[config.mk]
export PLATFORM = sky130hd
export DESIGN_NAME = ir_nec_tx_flat
export DESIGN_NICKNAME = d
export VERILOG_FILES = /design/src/rtl/ir_nec_tx_if.sv /design/src/rtl/ir_nec_tx.sv /design/src/flat_wrapper.sv
export SDC_FILE = /design/constraint.sdc
export NUM_CORES = 1
export LEC_CHECK = 0
export BUFFER_PORTS_ARGS = -buffer_cell sky130_fd_sc_hd__buf_2
export CAP_MARGIN = 40
export CORE_UTILIZATION = 60
export DETAILED_ROUTE_END_ITERATION = 16
export GPL_TIMING_DRIVEN = 0
export PLACE_DENSITY = 0.85
export REMOVE_ABC_BUFFERS = 1
export SYNTH_ARGS = -nofsm -noshare
export SYNTH_HDL_FRONTEND = slang
export SYNTH_SLANG_ARGS = --single-unit
export TNS_END_PERCENT = 1
[constraint.sdc]
create_clock -name clk -period 2.76 [get_ports clk]
set_input_delay 0.138 -clock clk [delete_from_list [all_inputs] [get_ports clk]]
set_output_delay 0.138 -clock clk [all_outputs]
set_load 0.005 [all_outputs]
[src/rtl/ir_nec_tx_if.sv]
// Request/status bundle between the control FSM and the NEC IR transmitter.
interface ir_nec_tx_if;
  logic       start;
  logic       repeat_req;
  logic [7:0] addr;
  logic [7:0] cmd;
  logic       busy;
  logic       done;
  logic       envelope;
  logic       ir_out;

  modport master (
    output start, repeat_req, addr, cmd,
    input  busy, done, envelope, ir_out
  );

  modport slave (
    input  start, repeat_req, addr, cmd,
    output busy, done, envelope, ir_out
  );
endinterface

[src/rtl/ir_nec_tx.sv]
// NEC infrared transmitter: serialises addr/cmd frames or repeat codes into
// mark/space timing, with marks gated by a carrier that restarts on each mark.
module ir_nec_tx #(
  parameter int UNIT_CYCLES    = 56250,
  parameter int CARRIER_PERIOD = 2632,
  parameter int CARRIER_HIGH   = 877,
  parameter int GUARD_UNITS    = 71
) (
  input  logic       clk,
  input  logic       rst,
  ir_nec_tx_if.slave bus
);

  localparam int MAX_UNITS = (GUARD_UNITS > 16) ? GUARD_UNITS : 16;
  localparam int UW        = ($clog2(MAX_UNITS + 1) > 5) ? $clog2(MAX_UNITS + 1) : 5;
  localparam int UCW       = (UNIT_CYCLES > 1) ? $clog2(UNIT_CYCLES) : 1;
  localparam int CCW       = (CARRIER_PERIOD > 1) ? $clog2(CARRIER_PERIOD) : 1;

  localparam logic [UCW-1:0] UNIT_LAST = UCW'(UNIT_CYCLES - 1);
  localparam logic [CCW-1:0] CARR_LAST = CCW'(CARRIER_PERIOD - 1);
  localparam logic [CCW-1:0] CARR_HIGH = CCW'(CARRIER_HIGH);
  localparam logic [UW-1:0]  U_LEAD_M  = UW'(16);
  localparam logic [UW-1:0]  U_LEAD_S  = UW'(8);
  localparam logic [UW-1:0]  U_RPT_S   = UW'(4);
  localparam logic [UW-1:0]  U_ONE     = UW'(1);
  localparam logic [UW-1:0]  U_THREE   = UW'(3);
  localparam logic [UW-1:0]  U_GUARD   = UW'(GUARD_UNITS);

  typedef enum logic [2:0] {
    IDLE,
    LEAD_MARK,
    LEAD_SPACE,
    BIT_MARK,
    BIT_SPACE,
    STOP_MARK,
    GUARD
  } state_t;

  state_t          state, state_d;
  logic [UCW-1:0]  unit_cnt, unit_d;
  logic [UW-1:0]   units_left, units_d;
  logic [4:0]      bit_idx, bit_d;
  logic [31:0]     shreg, shreg_d;
  logic [CCW-1:0]  carr_cnt, carr_d;
  logic            rpt, rpt_d;
  logic            done_q, done_d;

  logic            unit_end;
  logic            phase_end;
  logic            mark_now;
  logic            mark_next;

  assign unit_end  = (unit_cnt == UNIT_LAST);
  assign phase_end = unit_end && (units_left == U_ONE);
  assign mark_now  = state inside {LEAD_MARK, BIT_MARK, STOP_MARK};
  assign mark_next = state_d inside {LEAD_MARK, BIT_MARK, STOP_MARK};

  always_ff @(posedge clk or posedge rst) begin
    if (rst) begin
      state      <= IDLE;
      unit_cnt   <= '0;
      units_left <= '0;
      bit_idx    <= '0;
      shreg      <= '0;
      carr_cnt   <= '0;
      rpt        <= 1'b0;
      done_q     <= 1'b0;
    end else begin
      state      <= state_d;
      unit_cnt   <= unit_d;
      units_left <= units_d;
      bit_idx    <= bit_d;
      shreg      <= shreg_d;
      carr_cnt   <= carr_d;
      rpt        <= rpt_d;
      done_q     <= done_d;
    end
  end

  always_comb begin
    state_d = state;
    unit_d  = unit_cnt;
    units_d = units_left;
    bit_d   = bit_idx;
    shreg_d = shreg;
    rpt_d   = rpt;
    done_d  = 1'b0;

    // Every phase shares one unit timer; per-state code only reloads the
    // unit budget when a phase runs out.
    if (state != IDLE) begin
      unit_d = unit_end ? '0 : unit_cnt + 1'b1;
      if (unit_end && !phase_end) begin
        units_d = units_left - 1'b1;
      end
    end

    unique case (state)
      IDLE: begin
        units_d = '0;
        unit_d  = '0;
        bit_d   = '0;
        if (bus.start) begin
          shreg_d = {~bus.cmd, bus.cmd, ~bus.addr, bus.addr};
          rpt_d   = 1'b0;
          state_d = LEAD_MARK;
          units_d = U_LEAD_M;
        end else if (bus.repeat_req) begin
          rpt_d   = 1'b1;
          state_d = LEAD_MARK;
          units_d = U_LEAD_M;
        end
      end
      LEAD_MARK: if (phase_end) begin
        state_d = LEAD_SPACE;
        units_d = rpt ? U_RPT_S : U_LEAD_S;
      end
      LEAD_SPACE: if (phase_end) begin
        state_d = rpt ? STOP_MARK : BIT_MARK;
        units_d = U_ONE;
        bit_d   = '0;
      end
      BIT_MARK: if (phase_end) begin
        state_d = BIT_SPACE;
        units_d = shreg[0] ? U_THREE : U_ONE;
      end
      BIT_SPACE: if (phase_end) begin
        shreg_d = {1'b0, shreg[31:1]};
        units_d = U_ONE;
        if (bit_idx == 5'd31) begin
          state_d = STOP_MARK;
          bit_d   = '0;
        end else begin
          state_d = BIT_MARK;
          bit_d   = bit_idx + 1'b1;
        end
      end
      STOP_MARK: if (phase_end) begin
        state_d = GUARD;
        units_d = U_GUARD;
      end
      GUARD: if (phase_end) begin
        state_d = IDLE;
        units_d = '0;
        done_d  = 1'b1;
      end
      default: state_d = IDLE;
    endcase

    // Marks are never back-to-back, so the carrier phase restarts at 0 on
    // the first cycle of every mark and rests at 0 during spaces.
    if (mark_now && mark_next) begin
      carr_d = (carr_cnt == CARR_LAST) ? '0 : carr_cnt + 1'b1;
    end else begin
      carr_d = '0;
    end
  end

  assign bus.busy     = (state != IDLE);
  assign bus.done     = done_q;
  assign bus.envelope = mark_now;
  assign bus.ir_out   = mark_now && (carr_cnt < CARR_HIGH);

endmodule

[src/flat_wrapper.sv]
// flat-port wrapper written by rule: the top's interface ports become plain ports
module ir_nec_tx_flat 
#(
  parameter int UNIT_CYCLES    = 56250,
  parameter int CARRIER_PERIOD = 2632,
  parameter int CARRIER_HIGH   = 877,
  parameter int GUARD_UNITS    = 71
)
  (clk, rst, bus_start, bus_repeat_req, bus_addr, bus_cmd, bus_busy, bus_done, bus_envelope, bus_ir_out);
  ir_nec_tx_if bus_i ();
  input  logic clk;
  input  logic rst;
  input wire logic [$bits(bus_i.start)-1:0] bus_start;
  input wire logic [$bits(bus_i.repeat_req)-1:0] bus_repeat_req;
  input wire logic [$bits(bus_i.addr)-1:0] bus_addr;
  input wire logic [$bits(bus_i.cmd)-1:0] bus_cmd;
  output wire logic [$bits(bus_i.busy)-1:0] bus_busy;
  output wire logic [$bits(bus_i.done)-1:0] bus_done;
  output wire logic [$bits(bus_i.envelope)-1:0] bus_envelope;
  output wire logic [$bits(bus_i.ir_out)-1:0] bus_ir_out;
  assign bus_i.start = bus_start;
  assign bus_i.repeat_req = bus_repeat_req;
  assign bus_i.addr = bus_addr;
  assign bus_i.cmd = bus_cmd;
  assign bus_busy = bus_i.busy;
  assign bus_done = bus_i.done;
  assign bus_envelope = bus_i.envelope;
  assign bus_ir_out = bus_i.ir_out;
  ir_nec_tx #(.UNIT_CYCLES(UNIT_CYCLES), .CARRIER_PERIOD(CARRIER_PERIOD), .CARRIER_HIGH(CARRIER_HIGH), .GUARD_UNITS(GUARD_UNITS)) u_core (.clk(clk), .rst(rst), .bus(bus_i));
endmodule
Word-level counts from Yosys, hierarchy flattened
Index checks and enable logic that the tools add are counted.

$add $sub $neg: 4. Multiply operators: 0. Divide/modulo/power cells: 0. $lt $le $gt $ge: 1. Eq/ne operators: 16. Shifts and indexed selects: 0. Muxes and demuxes: 39. Bitwise logic cells: 2. Reduce and logical (&&, ||, !) cells: 17.

Operators with widths (count): 32-bit 2-to-1 mux (2); 32-bit case mux with 2 select lines (1); 7-bit 2-to-1 mux (8); 16-bit 2-to-1 mux (3); 7-bit case mux with 6 select lines (1); 3-bit 2-to-1 mux (10); 12-bit 2-to-1 mux (2); 3-bit case mux with 7 select lines (1); 5-bit 2-to-1 mux (4); 16-bit by 1-bit adder with 16-bit output (second input constant) (1); 16-bit equality test (second input constant) (1); 8-bit inverter (2); 5-bit case mux with 3 select lines (1); 12-bit by 1-bit adder with 12-bit output (second input constant) (1); 12-bit equality test (second input constant) (1); 3-bit equality test (second input constant) (4); 12-bit by 10-bit < comparator with 1-bit output (second input constant) (1); 3-bit nonzero test (4); 3-bit by 2-bit equality test with 1-bit output (second input constant) (3); 7-bit by 1-bit equality test with 1-bit output (second input constant) (1); 7-bit by 1-bit subtractor with 7-bit output (second input constant) (1); 3-bit by 1-bit equality test with 1-bit output (second input constant) (2); 3-bit AND reduction (2); 2-bit nonzero test (3); other kinds (12) (19).

Bits in registers: 77. Bits in latches: 0. Bits in writable memories: 0. Memory bits (read-only): 0. Input port bits: 20. Output and inout port bits: 4. Word-level logic and storage cells: 87. Memories: 0.

Logic depth before layout (Yosys ltp)
Depth in word-level cells: 8. Depth in mapped cells: 9. Gate-level depth less buffers: 7.

Worst setup path after synthesis
Ideal clock, no wire load.

Path kind: register to register. Start: register u_core.units_left[3]. End: register u_core.units_left[4]. Setup time: 0.131 ns. Data arrival time: 1.942 ns. Required time: 2.629 ns. Slack: 0.687 ns. Stages on the path, launching flop included: 8. Path buffers: 2. Clock period less this slack: 2.073 ns. Path through: dfrtp_1 > or4_4 > or2_1 > buf_6 > or2_1 > buf_6 > o22ai_4 > o22ai_1.

Word-level cells in the longest chain between the ends: 8. Elaborated cells on any way between the ends: 13. Classes of those cells: 1 x add/sub; 1 x eq/ne; 8 x mux; 3 x reduce/logical.

Ends and longest elaborated chain: start: declaration (RTL line ir_nec_tx.sv:41) `logic [UW-1:0] units_left, units_d;`; start signal: assignment (RTL line ir_nec_tx.sv:71) `units_left <= units_d;`; parallel branches: the longest is 7 deep, another holds 7-bit by 1-bit subtractor with 7-bit output; 7-bit case mux with 6 select lines (*) (RTL line ir_nec_tx.sv:98) `unique case (state)`; via u_core.units_d[4] (RTL line ir_nec_tx.sv:41).

Mark *: on every way through the listed nets, which the timed path passes. A chain may end at the register's enable or synchronous reset.

Final worst setup path
Start: register u_core.state[2]. End: register u_core.shreg[31].

Word-level cells in the longest chain between the ends: 3. Elaborated cells on any way between the ends: 7. Classes of those cells: 3 x eq/ne; 1 x mux; 3 x reduce/logical.

Ends and longest elaborated chain: start: declaration (RTL line ir_nec_tx.sv:39) `state_t state, state_d;`; start signal: assignment (RTL line ir_nec_tx.sv:69) `state <= state_d;`; 3-bit equality test / 3-bit zero test (equally long branches) (RTL line ir_nec_tx.sv:98); 2-bit by 1-bit inequality test with 1-bit output (no line) (tied with other cells); 3-bit AND reduction (no line); end signal: assignment (RTL line ir_nec_tx.sv:73) `shreg <= shreg_d;`; end: declaration (RTL line ir_nec_tx.sv:43) `logic [31:0] shreg, shreg_d;`.

Parallel ways exist; a longest one is shown, timed or not.

==> results summary <==
The run finished with clean final reports. The number of hold violations in the final report came out at 0. The critical path data required time came out at 3.01 ns. The port buffer count is 23. The H-tree was split into 3 levels. In the global route stage, overall resource usage came out at 0.243. The violation count after the first detailed-route iteration is 271.

The global placement routability congestion came out at 0.887. Timing analysis after detailed placement gives a worst setup slack of 0.0779 ns. The worst setup path is launched from a flip-flop. For this run, the share of the core covered by cells in the final layout is 0.681. The share of synthesized registers carrying an async set or reset is 1.00. The total congestion overflow is 0.

The most used flip-flop cell after synthesis is sky130_fd_sc_hd__dfrtp_1. The number of warnings printed during yosys synthesis came out at 0. The top-level I/O count came out at 24. The post-route worst setup slack is 0.230 ns. Headroom to the max-slew limit came out at 0.583. The number of global-route vias before repair came out at 3060. The post-detailed-route count of antenna-violating nets came out at 0. The master cell of the clock root buffer is sky130_fd_sc_hd__clkbuf_8. The final wirelength is 7.63 mm. The height of the die came out at 83.0 µm. In this run the power density over the cells is 454 nW/µm².

The number of stages on the worst hold path is 3. The number of nets in the final layout is 484. On the critical path the largest part of the delay comes from compound AO/OA/AOI/OAI gates. The combined buffer and inverter count along the critical path is 2.

Relative to the synthesized area, the layout overhead comes to 9.86%. Counting buffers and inverters, the worst setup path is 7 cells deep. The final critical-path required period came out at 2.53 ns. The total iterations of the first detailed-routing run came out at 4.

The final period utilization is 0.917. The worst-case IR drop observed on VDD is 0.360 mV. For the pin with the worst max-slew slack, the measured transition is 0.624 ns.

The number of vias after detailed routing is 3146. For the final database, setup skew stands at 0.0138 ns. The core region is 6350 µm².

The tree built by TritonCTS fans out to 77 sinks. The data arrival time of the critical path came out at 2.78 ns. The number of rows created at floorplan is 29. 0 antenna diodes ended up in the layout. The count of final setup violators came out at 0. In this run, placement finished with an instance count of 521. The type of the worst setup path is reg2reg.

The total placed instance area came out at 4130 µm². The cell count after synthesis came out at 437. Summed over all instances, the cell type with the most area after synthesis is sky130_fd_sc_hd__dfrtp_1. The deepest clock path buffer count came out at 2. The number of design rule violations left after detail routing came out at 0. Dividing the synthesized area by the synthesized cell count gives 9.00 µm². The wire length per cell after detailed routing is 14.2 µm.

The starting density of the core is 0.620. The library cell contributing the largest single delay on the critical path is sky130_fd_sc_hd__dfrtp_1. The maximum fanout along the worst path is 37.

Timing would allow up to 0.395 GHz. The number of flops mapped to enable cells by yosys is 0. The portion of the post-synthesis area used by sequential elements came out at 0.490. By area the synthesized netlist is led by sky130_fd_sc_hd__dfrtp_1 (49%), sky130_fd_sc_hd__nor2_1 (7.2%), sky130_fd_sc_hd__nand2_1 (5.2%).

The global-route wire length before repair came out at 13.7 mm. Clock tree synthesis inserted a total of 9 buffers. The cell area after synthesis came out at 3940 µm².

The number of distinct library cells after synthesis came out at 53. The class of the tightest hold or removal check is in2reg. The design draws 1.96 mW.

The final worst hold slack came out at 0.0464 ns. The number of antenna violations at the first check in global routing came out at 0. The tool flagged a number of max-cap violations equal to 0. The static power due to leakage came out at 1.99 nW. The delay of the slowest critical-path stage is 0.61 ns.

The area fraction of the dominant cell type after synthesis is 0.490. The setup TNS is 0 ns. Walking the worst path, the cells encountered are nand2b_1 > nor2_2 > buf_6 > a31o_2 > buf_16 > o21ai_0 > o21a_1.

The number of register bits inferred by synthesis is 77. Setup repair after global routing left no endpoint under its margin. Clock latency on the worst-skew pair, taken at its later pin, is 0.35 ns. The clock slew at the register clock pins of the worst setup and hold paths is 0.08 ns. TritonCTS built the clock tree. The maximum number of pins on one net before global-route repair came out at 64. The final standard cell area without fillers is 4320 µm². In this run the horizontal extent of the chip is 83.0 µm. The total count of max-transition violations in the final report came out at 0. The worst setup path is captured at a flip-flop. The via-per-instance ratio came out at 5.85.

The half-perimeter wire length after detailed placement is 5.36 mm. In the final layout, the share of cells above drive strength 1 is 0.119. The number of standard cells in the final layout excluding fillers is 538. The die covers 6890 µm². The depth of the worst register-to-register path came out at 7.
-- registers in the layout (all words and copies together) (netlist names) --
| name | count |
|---|---|
| u_core.unit_cnt | 16 |
| u_core.shreg | 32 |
| u_core.carr_cnt | 12 |
| u_core.bus.done | 1 |
| u_core.rpt | 1 |
| u_core.units_left | 7 |
| u_core.bit_idx | 5 |
| u_core.state | 3 |
-- worst min-delay path: stages --
cell and delay (ns):
sky130_fd_sc_hd__buf_2 0.09, sky130_fd_sc_hd__a21oi_1 0.05, sky130_fd_sc_hd__nor2_1 0.07
-- cell type report --
type / instances / area, µm²
Clock buffer: 9 / 124
Clock inverter: 7 / 58.8
Fill cell: 502 / 2030
Inverter: 15 / 58.8
Multi-Input combinational cell: 325 / 1860
Sequential cell: 77 / 1930
Tap cell: 77 / 96.3
Timing Repair Buffer: 28 / 203
-- placed cells by master, fill, tap and decap left out, types with 8 or more instances in the layout --
| cell | instances |
|---|---|
| sky130_fd_sc_hd__dfrtp_1 | 77 |
| sky130_fd_sc_hd__nor2_1 | 75 |
| sky130_fd_sc_hd__nand2_1 | 54 |
| sky130_fd_sc_hd__o21ai_0 | 27 |
| sky130_fd_sc_hd__a21oi_1 | 25 |
| sky130_fd_sc_hd__buf_2 | 23 |
| sky130_fd_sc_hd__a31oi_1 | 18 |
| sky130_fd_sc_hd__nand3_1 | 15 |
| sky130_fd_sc_hd__inv_1 | 14 |
| sky130_fd_sc_hd__xnor2_1 | 12 |
| sky130_fd_sc_hd__xor2_1 | 12 |
| sky130_fd_sc_hd__nor3_1 | 9 |
| sky130_fd_sc_hd__clkbuf_8 | 9 |
| sky130_fd_sc_hd__ha_1 | 8 |
-- cell families (layout without fill, tap and decap cells) --
| family | after synthesis | after routing | synth area share |
|---|---|---|---|
| adder cells (fa/ha/maj) | 8 | 8 | 0.0254 |
| flip-flops | 77 | 77 | 0.490 |
| AO/OA/AOI/OAI | 94 | 94 | 0.146 |
| AND/OR/NAND/NOR | 196 | 196 | 0.237 |
| multiplexers | 3 | 3 | 0.00890 |
| XOR/XNOR | 24 | 24 | 0.0534 |
| buffers and inverters | 35 | 59 | 0.0394 |
-- final timing paths --
path / start / to / slack [ns]
max: u_core.state[2]$_DFF_PP0_ / u_core.shreg[31]$_DFFE_PP0P_ / 0.23
min: bus_repeat_req / u_core.rpt$_DFFE_PP0P_ / 0.05
max reg2reg: u_core.state[2]$_DFF_PP0_ / u_core.shreg[31]$_DFFE_PP0P_ / 0.23
min reg2reg: u_core.shreg[31]$_DFFE_PP0P_ / u_core.shreg[31]$_DFFE_PP0P_ / 0.50
max in group asynchronous: rst / u_core.unit_cnt[15]$_DFF_PP0_ / 1.93
min in group asynchronous: rst / u_core.carr_cnt[6]$_DFF_PP0_ / 0.25
-- Yosys cell counts, types with 2 or more instances --
cell type,instances
sky130_fd_sc_hd__nor3_1,9
sky130_fd_sc_hd__xor2_1,12
sky130_fd_sc_hd__mux2i_1,2
sky130_fd_sc_hd__o21ai_1,4
sky130_fd_sc_hd__or2_1,2
sky130_fd_sc_hd__ha_1,8
sky130_fd_sc_hd__nand4b_1,2
sky130_fd_sc_hd__nand2b_1,5
sky130_fd_sc_hd__clkbuf_1,10
sky130_fd_sc_hd__nor4b_1,3
sky130_fd_sc_hd__or3_1,3
sky130_fd_sc_hd__nor4_1,4
sky130_fd_sc_hd__o211ai_1,2
sky130_fd_sc_hd__nand3b_1,2
sky130_fd_sc_hd__o21ai_0,27
sky130_fd_sc_hd__inv_1,15
sky130_fd_sc_hd__and2_1,2
sky130_fd_sc_hd__a31oi_1,18
sky130_fd_sc_hd__dfrtp_1,77
sky130_fd_sc_hd__nand2_1,54
sky130_fd_sc_hd__a311oi_1,2
sky130_fd_sc_hd__a21o_1,2
sky130_fd_sc_hd__buf_2,7
sky130_fd_sc_hd__o31ai_1,2
sky130_fd_sc_hd__nor2_1,76
sky130_fd_sc_hd__buf_6,2
sky130_fd_sc_hd__xnor2_1,12
sky130_fd_sc_hd__and3_1,5
sky130_fd_sc_hd__a21oi_1,25
sky130_fd_sc_hd__o22ai_1,3
sky130_fd_sc_hd__nand4_1,4
sky130_fd_sc_hd__nand3_1,15
-- routing by layer --
metal | track usage | part of all wire
met1 | 0.322 | 0.46
met2 | 0.396 | 0.49
met3 | 0.0298 | 0.024
met4 | 0.122 | 0.025
met5 | 0 | 0
-- repair_timing --
| action | in CTS | in global routing |
|---|---|---|
| setup buffers | 0 | 0 |
| gates resized for setup | 0 | 1 |
| endpoints found under the setup margin | 0 | 19 |
| endpoints found under the hold margin | 14 | 0 |
| hold buffers | 1 | 0 |
-- where the power goes --
| group | switching (mW) | internal, mW |
|---|---|---|
| logic | 0.0361 | 0.0189 |
| clock network | 0.442 | 0.338 |
| registers | 0 | 1.13 |
(Power assumes the default switching activity.)
